--- config.mk ---
export PLATFORM = sky130hd
export DESIGN_NAME = mem_lsu_flat
export DESIGN_NICKNAME = d
export VERILOG_FILES = /design/src/rtl/mem_lsu_if.sv /design/src/rtl/mem_lsu.sv /design/src/flat_wrapper.sv
export SDC_FILE = /design/constraint.sdc
export NUM_CORES = 1
export LEC_CHECK = 0
export ABC_AREA = 1
export BUFFER_PORTS_ARGS = -buffer_cell sky130_fd_sc_hd__buf_2
export CAP_MARGIN = 10
export CORE_MARGIN = 8
export CORE_UTILIZATION = 50
export CTS_CLUSTER_SIZE = 8
export DETAILED_ROUTE_END_ITERATION = 12
export PLACE_DENSITY_LB_ADDON = 0.15
export SLEW_MARGIN = 10
export SYNTH_ARGS = -nofsm -noshare
export SYNTH_HDL_FRONTEND = slang
export SYNTH_SLANG_ARGS = --single-unit
--- constraint.sdc ---
create_clock -name clk -period 2.03 [get_ports clk]
set_input_delay 0.203 -clock clk [delete_from_list [all_inputs] [get_ports clk]]
set_output_delay 0.203 -clock clk [all_outputs]
set_load 0.05 [all_outputs]
--- src/rtl/mem_lsu_if.sv ---
// ============================================================================
//  Module   : mem_lsu_if
//  Purpose  : Data-memory request/acknowledge bus between the memory-stage
//             load/store unit (master) and data memory (slave).
//  Revision : 1.0  initial release
// ============================================================================
`default_nettype none

interface mem_lsu_if;
    logic        req;
    logic        we;
    logic [31:0] addr;
    logic [3:0]  be;
    logic [31:0] wdata;
    logic        ack;
    logic [31:0] rdata;

    modport master (
        output req, we, addr, be, wdata,
        input  ack, rdata
    );

    modport slave (
        input  req, we, addr, be, wdata,
        output ack, rdata
    );
endinterface

`default_nettype wire

--- src/rtl/mem_lsu.sv ---
// ============================================================================
//  Module   : mem_lsu
//  Purpose  : Memory-stage load/store unit. Aligns byte lanes, sign/zero
//             extends load data, detects misaligned accesses and stalls EX
//             while a data-memory transaction is outstanding.
//  Options  : MEM_LSU_TIMEOUT_EN - adds a bus-timeout counter (TIMEOUT
//             cycles) that abandons an unacknowledged request and raises
//             excp_bus. Without it excp_bus is tied low.
//  Revision : 1.0  initial release
// ============================================================================
`default_nettype none

module mem_lsu #(
    parameter int TIMEOUT = 64
) (
    input  wire logic        clk,
    input  wire logic        rst_n,
    // EX stage
    input  wire logic        ex_valid,
    input  wire logic [3:0]  ex_op,
    input  wire logic [31:0] ex_addr,
    input  wire logic [31:0] ex_wdata,
    input  wire logic [4:0]  ex_rd,
    output logic             ex_ready,
    // data memory
    mem_lsu_if.master        dm,
    // write-back / status
    output logic             wb_valid,
    output logic [4:0]       wb_rd,
    output logic [31:0]      wb_data,
    output logic             st_done,
    output logic             excp_misalign,
    output logic             excp_bus,
    output logic [31:0]      excp_addr
);

    localparam logic [3:0] OP_LB  = 4'd1;
    localparam logic [3:0] OP_LBU = 4'd2;
    localparam logic [3:0] OP_LH  = 4'd3;
    localparam logic [3:0] OP_LHU = 4'd4;
    localparam logic [3:0] OP_LW  = 4'd5;
    localparam logic [3:0] OP_SB  = 4'd6;
    localparam logic [3:0] OP_SH  = 4'd7;
    localparam logic [3:0] OP_SW  = 4'd8;

    localparam logic [1:0] SZ_NONE = 2'd0;
    localparam logic [1:0] SZ_BYTE = 2'd1;
    localparam logic [1:0] SZ_HALF = 2'd2;
    localparam logic [1:0] SZ_WORD = 2'd3;

    // Reject an out-of-range timeout at elaboration time.
    if (TIMEOUT < 1 || TIMEOUT > 255) begin : g_timeout_range_check
        $error("mem_lsu: TIMEOUT must be in 1..255");
    end

    typedef enum logic [0:0] {
        IDLE = 1'b0,
        REQ  = 1'b1
    } state_t;

    state_t      state;
    logic        req_q;
    logic        we_q;
    logic [3:0]  be_q;
    logic [31:0] wdata_q;
    logic [31:0] addr_q;
    logic [3:0]  op_q;
    logic [4:0]  rd_q;

`ifdef MEM_LSU_TIMEOUT_EN
    localparam logic [7:0] TO_LAST = 8'(TIMEOUT - 1);
    logic [7:0]  to_cnt;
`endif

    logic        dec_load;
    logic        dec_store;
    logic [1:0]  dec_size;
    logic        dec_misalign;
    logic [3:0]  dec_be;
    logic [31:0] dec_wdata;
    logic [31:0] ld_data;
    logic [7:0]  ld_byte;
    logic [15:0] ld_half;

    assign ex_ready = (state == IDLE);
    assign dm.req   = req_q;
    assign dm.we    = we_q;
    assign dm.addr  = {addr_q[31:2], 2'b00};
    assign dm.be    = be_q;
    assign dm.wdata = wdata_q;

    // Decode the incoming op: direction, access size, lane enables,
    // replicated store data and alignment fault.
    always_comb begin
        dec_load     = 1'b0;
        dec_store    = 1'b0;
        dec_size     = SZ_NONE;
        dec_misalign = 1'b0;
        dec_be       = 4'b0000;
        dec_wdata    = 32'h0;
        case (ex_op)
            OP_LB, OP_LBU: begin dec_load  = 1'b1; dec_size = SZ_BYTE; end
            OP_LH, OP_LHU: begin dec_load  = 1'b1; dec_size = SZ_HALF; end
            OP_LW:         begin dec_load  = 1'b1; dec_size = SZ_WORD; end
            OP_SB:         begin dec_store = 1'b1; dec_size = SZ_BYTE; end
            OP_SH:         begin dec_store = 1'b1; dec_size = SZ_HALF; end
            OP_SW:         begin dec_store = 1'b1; dec_size = SZ_WORD; end
            default:       ;
        endcase
        case (dec_size)
            SZ_BYTE: begin
                dec_be    = 4'b0001 << ex_addr[1:0];
                dec_wdata = {4{ex_wdata[7:0]}};
            end
            SZ_HALF: begin
                dec_misalign = ex_addr[0];
                dec_be       = ex_addr[1] ? 4'b1100 : 4'b0011;
                dec_wdata    = {2{ex_wdata[15:0]}};
            end
            SZ_WORD: begin
                dec_misalign = |ex_addr[1:0];
                dec_be       = 4'b1111;
                dec_wdata    = ex_wdata;
            end
            default: ;
        endcase
    end

    // Pick the addressed lane(s) out of the read word and extend them.
    always_comb begin
        ld_byte = dm.rdata[8*addr_q[1:0] +: 8];
        ld_half = addr_q[1] ? dm.rdata[31:16] : dm.rdata[15:0];
        case (op_q)
            OP_LB:   ld_data = {{24{ld_byte[7]}}, ld_byte};
            OP_LBU:  ld_data = {24'h0, ld_byte};
            OP_LH:   ld_data = {{16{ld_half[15]}}, ld_half};
            OP_LHU:  ld_data = {16'h0, ld_half};
            default: ld_data = dm.rdata;
        endcase
    end

    // Transaction FSM with registered bus, write-back and exception outputs.
    always_ff @(posedge clk or negedge rst_n) begin
        if (!rst_n) begin
            state         <= IDLE;
            req_q         <= 1'b0;
            we_q          <= 1'b0;
            be_q          <= 4'b0000;
            wdata_q       <= 32'h0;
            addr_q        <= 32'h0;
            op_q          <= 4'd0;
            rd_q          <= 5'd0;
            wb_valid      <= 1'b0;
            wb_rd         <= 5'd0;
            wb_data       <= 32'h0;
            st_done       <= 1'b0;
            excp_misalign <= 1'b0;
            excp_addr     <= 32'h0;
`ifdef MEM_LSU_TIMEOUT_EN
            excp_bus      <= 1'b0;
            to_cnt        <= 8'd0;
`endif
        end else begin
            // Status outputs are single-cycle pulses.
            wb_valid      <= 1'b0;
            st_done       <= 1'b0;
            excp_misalign <= 1'b0;
`ifdef MEM_LSU_TIMEOUT_EN
            excp_bus      <= 1'b0;
`endif
            case (state)
                IDLE: begin
                    if (ex_valid && (dec_load || dec_store)) begin
                        if (dec_misalign) begin
                            // Fault without touching memory.
                            excp_misalign <= 1'b1;
                            excp_addr     <= ex_addr;
                        end else begin
                            state   <= REQ;
                            req_q   <= 1'b1;
                            we_q    <= dec_store;
                            be_q    <= dec_be;
                            wdata_q <= dec_wdata;
                            addr_q  <= ex_addr;
                            op_q    <= ex_op;
                            rd_q    <= ex_rd;
`ifdef MEM_LSU_TIMEOUT_EN
                            to_cnt  <= 8'd0;
`endif
                        end
                    end
                end
                REQ: begin
                    if (dm.ack) begin
                        // An ack in the final timeout cycle still completes.
                        state <= IDLE;
                        req_q <= 1'b0;
                        if (we_q) begin
                            st_done <= 1'b1;
                        end else begin
                            wb_valid <= 1'b1;
                            wb_rd    <= rd_q;
                            wb_data  <= ld_data;
                        end
`ifdef MEM_LSU_TIMEOUT_EN
                    end else if (to_cnt == TO_LAST) begin
                        state     <= IDLE;
                        req_q     <= 1'b0;
                        excp_bus  <= 1'b1;
                        excp_addr <= addr_q;
                    end else begin
                        to_cnt <= to_cnt + 8'd1;
`endif
                    end
                end
                default: state <= IDLE;
            endcase
        end
    end

`ifndef MEM_LSU_TIMEOUT_EN
    assign excp_bus = 1'b0;
`endif

endmodule

`default_nettype wire

--- src/flat_wrapper.sv ---
// flat-port wrapper written by rule: the top's interface ports become plain ports
module mem_lsu_flat 
#(
    parameter int TIMEOUT = 64
)
  (clk, rst_n, ex_valid, ex_op, ex_addr, ex_wdata, ex_rd, ex_ready, wb_valid, wb_rd, wb_data, st_done, excp_misalign, excp_bus, excp_addr, dm_req, dm_we, dm_addr, dm_be, dm_wdata, dm_ack, dm_rdata);
  mem_lsu_if dm_i ();
  input  wire logic clk;
  input  wire logic rst_n;
  input  wire logic ex_valid;
  input  wire logic [3:0] ex_op;
  input  wire logic [31:0] ex_addr;
  input  wire logic [31:0] ex_wdata;
  input  wire logic [4:0] ex_rd;
  output logic ex_ready;
  output logic wb_valid;
  output logic [4:0] wb_rd;
  output logic [31:0] wb_data;
  output logic st_done;
  output logic excp_misalign;
  output logic excp_bus;
  output logic [31:0] excp_addr;
  output wire logic [$bits(dm_i.req)-1:0] dm_req;
  output wire logic [$bits(dm_i.we)-1:0] dm_we;
  output wire logic [$bits(dm_i.addr)-1:0] dm_addr;
  output wire logic [$bits(dm_i.be)-1:0] dm_be;
  output wire logic [$bits(dm_i.wdata)-1:0] dm_wdata;
  input wire logic [$bits(dm_i.ack)-1:0] dm_ack;
  input wire logic [$bits(dm_i.rdata)-1:0] dm_rdata;
  assign dm_req = dm_i.req;
  assign dm_we = dm_i.we;
  assign dm_addr = dm_i.addr;
  assign dm_be = dm_i.be;
  assign dm_wdata = dm_i.wdata;
  assign dm_i.ack = dm_ack;
  assign dm_i.rdata = dm_rdata;
  mem_lsu #(.TIMEOUT(TIMEOUT)) u_core (.clk(clk), .rst_n(rst_n), .ex_valid(ex_valid), .ex_op(ex_op), .ex_addr(ex_addr), .ex_wdata(ex_wdata), .ex_rd(ex_rd), .ex_ready(ex_ready), .dm(dm_i), .wb_valid(wb_valid), .wb_rd(wb_rd), .wb_data(wb_data), .st_done(st_done), .excp_misalign(excp_misalign), .excp_bus(excp_bus), .excp_addr(excp_addr));
endmodule
Word-level counts from Yosys, hierarchy flattened. Cells that the tools add are included.

Eq/ne operators: 18. Shifts and indexed selects: 2. Multiplexer cells: 26. Bitwise logic cells: 3. Reductions and logical operators: 12.

Operators with widths (count): case mux 32 bit (4 select lines) (1); case mux 32 bit (3 select lines) (1); indexed part select 32 x 6 -> 8 bit (1); equality test 4 x 3 -> 1 bit (second input constant) (5); 2-to-1 mux 1 bit (17); equality test 4 x 2 -> 1 bit (second input constant) (4); 2-to-1 mux 16 bit (1); case mux 4 bit (3 select lines) (1); AND reduction 3 bit (4); OR reduction 3 bit (3); equality test 4 x 1 -> 1 bit (second input constant) (2); case mux 1 bit (2 select lines) (3); case mux 2 bit (3 select lines) (1); OR reduction 5 bit (1); equality test 2 bit (second input constant) (2); equality test 4 bit (second input constant) (1); 2-to-1 mux 4 bit (1); inequality test 2 bit (second input constant) (2); OR reduction 2 bit (2); left shift 1 x 2 -> 4 bit (first input constant) (1); NOT 1 bit (3); equality test 2 x 1 -> 1 bit (second input constant) (1); inequality test 2 x 1 -> 1 bit (second input constant) (1); logical AND 1 bit (1); logical OR 1 bit (1).

Flip-flop bits (word level): 152. Input bits: 109. Output and inout bits: 144. Word-level logic and storage cells: 75.

Logic depth before layout (Yosys ltp). Gate-level depths: netlist of run 1.

Depth in word-level cells: 8. Mapped depth: 12. Gate-level depth less buffers: 10.

Worst setup path after synthesis of run 1. OpenSTA, ideal clock, no wires.

Kind: register to register. Start: register u_core.we_q, in the netlist u_core.dm.we. End: register u_core.wb_data[27]. Library setup time: 118 ps. Arrival: 1495 ps. Required time: 1912 ps. Slack: 417 ps. Cell stages (with the launch flop): 7. Path buffers: 2. Period minus slack after synthesis: 1613 ps. Cell sequence: dfrtp_1 > nor2_1 > clkbuf_1 > clkbuf_1 > nand2_1 > nor2_1 > nor2_1.

Word-level cells in the longest chain between the ends: 2.

RTL lines: start: declaration (line mem_lsu.sv:63) `logic we_q;`; start signal: assignment (line mem_lsu.sv:181) `we_q <= dec_store;`; NOT 1 bit (no line); AND reduction 3 bit (no line); end signal: assignment (line mem_lsu.sv:203) `wb_data <= ld_data;`; end: declaration (line mem_lsu.sv:30) `output logic [31:0] wb_data,`.

Every way passes these cells. A chain may end at the register's enable or synchronous reset.

Final worst setup path of run 1.
Start: register u_core.op_q[2]. End: register u_core.wb_data[9].

Word-level cells in the longest chain between the ends: 2. Elaborated cells on any way between the ends: 5. Those cells by class: eq/ne: 4; mux: 1.

RTL lines: start: declaration (line mem_lsu.sv:67) `logic [3:0] op_q;`; start signal: assignment (line mem_lsu.sv:185) `op_q <= ex_op;`; equality test 4 x 3 -> 1 bit (tied with other cells) (line mem_lsu.sv:133) `case (op_q)`; case mux 32 bit (4 select lines) * (line mem_lsu.sv:133).

Every way passes the cells marked *; elsewhere a longest branch is shown, timed or not.

==> flow_metrics.env, run 1 <==
export IMPL_cts_hold_buffers=39
export IMPL_drt_wl_cell_um=15.1
export IMPL_final_setup_tns_ns=0
export IMPL_fin_crit_ns=1.64
export IMPL_ys_ff_latch=152
export IMPL_std_cell_rows=44
export IMPL_count_of_flip_flops_with_a_built_in_enable_after_synthesis=0
export IMPL_timing_rr_start="u_core.op_q[2]"
export IMPL_cts_htree_levels=4
export IMPL_rsz0062_at_grt="no"
export IMPL_power_leakage_uw=0.00568
export IMPL_global_route_wire_length_before_repair_um=36500
export IMPL_tightestPinTransition_ns=0.553
export IMPL_place_port_buffers=249
export IMPL_clock_insertion_delay_worst_skew_ns=0.43
export IMPL_floorplan_initialDensity=0.514
export IMPL_pin_count_of_the_biggest_net_entering_global_routing=60
export IMPL_antenna_cells_inserted=0
export IMPL_place_area_um2=8760
export IMPL_hp_class="in -> reg"
export IMPL_synth_warning_count=0
export IMPL_clock_tree_from_tritoncts="yes"
export IMPL_die_footprint_um2=19200
export IMPL_maxClockFrequency_mhz=608
export IMPL_synthMostInstantiatedCell="nand2_1"
export IMPL_power_per_cell_area_nw_per_um2=1480
export IMPL_holdPathEnd="u_core.dm.wdata[3]"
export IMPL_areaGrowthSynthToFinish_pct=30.0
export IMPL_maxCapViolCount=0
export IMPL_number_of_design_rule_violations_left_by_the_first_detailed_router_iteration=450
export IMPL_final_hold_viol_count=0
export IMPL_post_synth_instance_area_um2=7510
export IMPL_maximum_buffer_depth_of_the_clock_tree=2
export IMPL_clkSlewWorstSetupHoldPaths_ns=0.06
export IMPL_drt_first_pass_iters=7
export IMPL_tritoncts_num_buffers=17
export IMPL_hold_start="ex_wdata[3]"
export IMPL_track_usage=0.229
export IMPL_synthesis_area_per_instance_um2=7.30
export IMPL_pwr_share_clk=0.229
export IMPL_antenna_violations_before_repair=1
export IMPL_run_status="completed"
export IMPL_ctsRootBufferMaster="clkbuf_16"
export IMPL_via_count=7367
export IMPL_hold_depth=3
export IMPL_ys_seq_area_frac=0.507
export IMPL_reg2reg_depth=7
export IMPL_count_of_buffers_added_by_post_cts_timing_repair_for_setup=0
export IMPL_critical_path_max_fanout=8
export IMPL_ys_flop_type="dfrtp_1"
export IMPL_drt_wl_total_um=22300
export IMPL_synth_async_sr_flop_share=1.00
export IMPL_sw_power_uw=6930
export IMPL_combinationalPowerShare=0.457
export IMPL_postRouteAntennaNets=0
export IMPL_timing_reg2reg_setup_slack_ns=0.39
export IMPL_numClockSinks=152
export IMPL_synthDominantCellAreaShare=0.507
export IMPL_detail_route_drc_violations=0
export IMPL_core_area_um2=14600
export IMPL_timing_final_max_slew_violations=0
export IMPL_grt_pass1_vias=7143
export IMPL_cellInternalPower_uw=7480
export IMPL_timing_max_slew_rel_slack=0.631
export IMPL_final_layout_size_suffix_gt1_frac=0.248
export IMPL_synth_top_cells_by_count="551 x nand2_1, 152 x dfrtp_1, 82 x nand3_1"
export IMPL_chipHeight_um=139
export IMPL_endpoint_kind="flip-flop"
export IMPL_die_width_um=139
export IMPL_place_gp_congestion=0.873
export IMPL_ir_drop_mv=0.795
export IMPL_cp_start_kind="flip-flop"
export IMPL_grt_overflow=0
export IMPL_yosys_area_top_type="dfrtp_1"
export IMPL_cp_data_arrival_time_ns=2.01
export IMPL_cp_data_required_time_ns=2.39
export IMPL_synth_area_leaders="dfrtp_1 51%, nand2_1 28%, nand3_1 5.5%, buf_4 3.7%, nor2_1 3.1%"
export IMPL_finClkSkew_ns=0.0104
export IMPL_p_sw_frac=0.481
export IMPL_post_synth_num_cell_types=21
export IMPL_worst_setup_path_type="reg -> reg"
export IMPL_final_min_period_over_clock_period=0.810
export IMPL_seq_power_share=0.314
export IMPL_ios=253
export IMPL_cts_repair_resize_count=0
export IMPL_netlist_instances=1028
export IMPL_place_detailed_hpwl_um=15700
export IMPL_vias_per_cell=4.99
export IMPL_finish_instance_area_um2=9760
export IMPL_setup_viols_final=0
export IMPL_fin_nets=1388
export IMPL_worst_r2r_endpoint="u_core.wb_data[9]"
[metal layers]
layer / up-vias / GRT usage / part of all wire
met5: - / 0 / 0.00045
met4: 2 / 0.0715 / 0.012
met3: 20 / 0.0644 / 0.081
met2: 301 / 0.367 / 0.47
met1: 3407 / 0.296 / 0.44
li1: 3637 / - / -
[power groups by stage]
| stage | Clock [µW] | Combinational [µW] | Sequential [µW] |
|---|---|---|---|
| floorplan | 0 | 2470 | 7090 |
| global placement | 0 | 6480 | 4540 |
| detailed placement | 0 | 6550 | 4540 |
| CTS | 3350 | 6620 | 4520 |
| global route | 3480 | 7010 | 4640 |
| finish | 3300 | 6580 | 4520 |
[flip-flops by register name, indices dropped and copies added (netlist names), 4 cells and up]
signal,flops
u_core.dm.wdata,32
u_core.wb_rd,5
u_core.rd_q,5
u_core.addr_q,32
u_core.wb_data,32
u_core.excp_addr,32
u_core.op_q,4
u_core.dm.be,4
[final cells by class]
cell class,instances,area [µm²]
fillers,1276,4830
flip-flops and latches,152,3800
multi-input cells,760,3100
repair buffers,312,1890
clock buffers,20,447
well taps,184,230
clock inverters,12,163
inverters,36,135
[cell usage in the layout, fill, tap and decap left out, types with 5 or more instances in the layout]
cell / Yosys / routed
nor2_1: 61 / 60
nand2_2: 6 / 6
nand2_1: 551 / 551
nand3_1: 82 / 82
buf_12: 0 / 5
clkbuf_16: 0 / 17
a21o_1: 7 / 7
inv_2: 5 / 5
dfrtp_1: 152 / 152
dlygate4sd3_1: 0 / 39
buf_4: 37 / 19
buf_2: 20 / 248
o21ai_0: 35 / 35
inv_1: 31 / 31
[cell families after synthesis]
| logic type | share of synthesized area |
|---|---|
| buffers and inverters | 0.0838 |
| AOI/OAI and AO/OA | 0.0337 |
| and+or+nand+nor | 0.375 |
| DFF | 0.507 |
| other | 0.000500 |
[worst max path at each step]
stage | from | end
final | u_core.op_q[2] | u_core.wb_data[9]
after global routing | u_core.op_q[0] | u_core.wb_data[22]
after CTS | u_core.op_q[2] | u_core.wb_data[9]
after detailed placement | ex_op[3] | u_core.excp_addr[26]
after global placement | ex_op[3] | u_core.excp_addr[28]
after floorplan | u_core.dm.we | u_core.wb_data[27]
[worst max-delay path, stage by stage, from the launching register on]
cell and delay (ns):
dfrtp_1 0.43, nor2_2 0.18, nand2_1 0.26, nand2_1 0.34, nand2_1 0.09, nand3_1 0.10, nand3_1 0.11, nand2_1 0.07
[metrics by stage]
stage | hold slack, ns | instances | power, µW | worst slack [ns] | util
detailed placement | 0.191 | 1405 | 11100 | 0.284 | 0.600
global route | 0.0184 | 1476 | 15100 | 0.229 | 0.669
finish | 0.0279 | 1476 | 14400 | 0.385 | 0.669
global placement | 0.191 | 1405 | 11000 | 0.371 | 0.600
CTS | 0.0100 | 1476 | 14500 | 0.408 | 0.669
floorplan | -0.0926 | 1030 | 9560 | 0.417 | -
No activity file was read; power rests on OpenSTA's default activity.
==> run 2, diff against run 1 <==
==> constraint.sdc (replaced) <==
create_clock -name clk -period 1.7 [get_ports clk]
set_input_delay 0.17 -clock clk [delete_from_list [all_inputs] [get_ports clk]]
set_output_delay 0.17 -clock clk [all_outputs]
set_load 0.05 [all_outputs]
==> flow_metrics.env, run 2 (synthesis results as in run 1) <==
export IMPL_run_status="completed"
export IMPL_maxCapViolCount=0
export IMPL_cp_start_kind="flip-flop"
export IMPL_cp_data_required_time_ns=2.05
export IMPL_place_gp_congestion=0.850
export IMPL_floorplan_initialDensity=0.514
export IMPL_detail_route_drc_violations=0
export IMPL_drt_met1_wl_um=9550
export IMPL_ir_drop_mv=0.832
export IMPL_grt_overflow=0
export IMPL_grt_pass1_vias=7522
export IMPL_clock_tree_from_tritoncts="yes"
export IMPL_drt_wl_cell_um=15.3
export IMPL_clkSlewWorstSetupHoldPaths_ns=0.06
export IMPL_highest_layer="met5"
export IMPL_count_of_buffers_added_by_post_cts_timing_repair_for_setup=0
export IMPL_tightestPinTransition_ns=0.641
export IMPL_final_setup_tns_ns=0
export IMPL_cp_data_arrival_time_ns=1.92
export IMPL_critical_path_max_fanout=8
export IMPL_drt_wl_total_um=22800
export IMPL_clock_insertion_delay_worst_skew_ns=0.42
export IMPL_fin_crit_ns=1.57
export IMPL_ctsRootBufferMaster="clkbuf_16"
export IMPL_core_area_um2=14600
export IMPL_finish_instance_area_um2=9940
export IMPL_drt_first_pass_iters=5
export IMPL_antenna_violations_before_repair=2
export IMPL_place_detailed_hpwl_um=15900
export IMPL_pin_count_of_the_biggest_net_entering_global_routing=56
export IMPL_maxClockFrequency_mhz=638
export IMPL_place_area_um2=8860
export IMPL_layout_cells_most_common_list="551 x nand2_1, 248 x buf_2, 152 x dfrtp_1"
export IMPL_worst_setup_path_type="reg -> reg"
export IMPL_die_width_um=139
export IMPL_via_count=7391
export IMPL_setup_viols_final=0
export IMPL_rsz0062_at_grt="no"
export IMPL_place_port_buffers=249
export IMPL_final_layout_size_suffix_gt1_frac=0.254
export IMPL_postRouteAntennaNets=0
export IMPL_tritoncts_num_buffers=17
export IMPL_final_min_period_over_clock_period=0.921
export IMPL_numClockSinks=152
export IMPL_timing_max_slew_rel_slack=0.572
export IMPL_track_usage=0.241
export IMPL_number_of_design_rule_violations_left_by_the_first_detailed_router_iteration=591
export IMPL_areaGrowthSynthToFinish_pct=32.5
export IMPL_endpoint_kind="flip-flop"
export IMPL_chipHeight_um=139
export IMPL_met2_length_um=10700
export IMPL_timing_reg2reg_setup_slack_ns=0.13
export IMPL_cts_htree_levels=4
export IMPL_global_route_wire_length_before_repair_um=38000
export IMPL_std_cell_rows=44
export IMPL_die_footprint_um2=19200
export IMPL_maximum_buffer_depth_of_the_clock_tree=2
export IMPL_finClkSkew_ns=0.00653
export IMPL_final_common_cell="nand2_1"
export IMPL_power_per_cell_area_nw_per_um2=1740
export IMPL_hp_class="in -> reg"
export IMPL_final_hold_viol_count=0
export IMPL_met3_wirelength_um=1890
export IMPL_fin_nets=1404
export IMPL_power_leakage_uw=0.00576
export IMPL_vias_per_cell=4.95
export IMPL_timing_final_max_slew_violations=0
export IMPL_ios=253
-- run 2: cell count changes in the layout (fill, tap and decap cells not counted), moves of 2 or more --
cell           previous run  this run
dlygate4sd3_1            39        45
clkinv_4                  1         4
buf_12                    5         7
inv_6                     4         1
buf_4                    19        26
diode_2                   0         2
-- run 2: worst paths after layout --
path / startpoint / endpoint / cells after the start
min: ex_wdata[3] / u_core.dm.wdata[3] / 3
max reg2reg: u_core.op_q[3] / u_core.wb_data[9] / 7
max: u_core.op_q[3] / u_core.wb_data[9] / 7
min reg2reg: u_core.wb_rd[0] / u_core.wb_rd[0] / 2
min in group asynchronous: rst_n / u_core.wb_data[29] / 2
max in group asynchronous: rst_n / u_core.dm.wdata[29] / 3
-- run 2: timing repair --
| item | CTS | global route |
|---|---|---|
| hold buffers | 45 | 0 |
| resized for setup | 0 | 4 |
| hold endpoints to repair | 142 | 0 |
| setup endpoints to repair | 0 | 65 |
-- run 2: final cells by class --
cell class,instances,area (µm²)
Tap cell,184,230
Clock inverter,12,166
Clock buffer,20,447
Antenna cell,2,5.00
Inverter,36,138
Fill cell,1258,4650
Multi-Input combinational cell,760,3100
Sequential cell,152,3800
Timing Repair Buffer,328,2050
-- run 2: routing by layer --
layer  GRT usage  vias up
met5           0        -
met4       0.108        2
met1       0.295     3354
met3      0.0712       46
li1            -     3672
met2       0.385      317
-- run 2: report_power, final --
part	leakage [µW]	switching, µW	internal (µW)
clock	0.000302	1560	2380
combinational	0.00355	6070	1880
sequential	0.00191	678	4750
-- run 2: per-stage QoR --
stage                     hold slack, ns  power [µW]  setup WS, ns   util  instances
final                            0.00547       17300         0.134  0.681       1494
after floorplan                   -0.126       11400        0.0866      -       1030
after global routing              0.0179       18200        0.0147  0.681       1493
after global placement            0.0999       13200         0.180  0.607       1415
after detailed placement          0.0997       13400         0.143  0.607       1415
after CTS                       0.000602       17400        0.0696  0.680       1492
-- run 2: worst max-delay path, cell delays in order, from the launching register on --
cell and delay, ns:
dfrtp_1 0.41, nor2_2 0.21, nand2_1 0.17, nand2_1 0.32, nand2_1 0.09, nand3_1 0.10
nand3_1 0.11, nand2_1 0.10
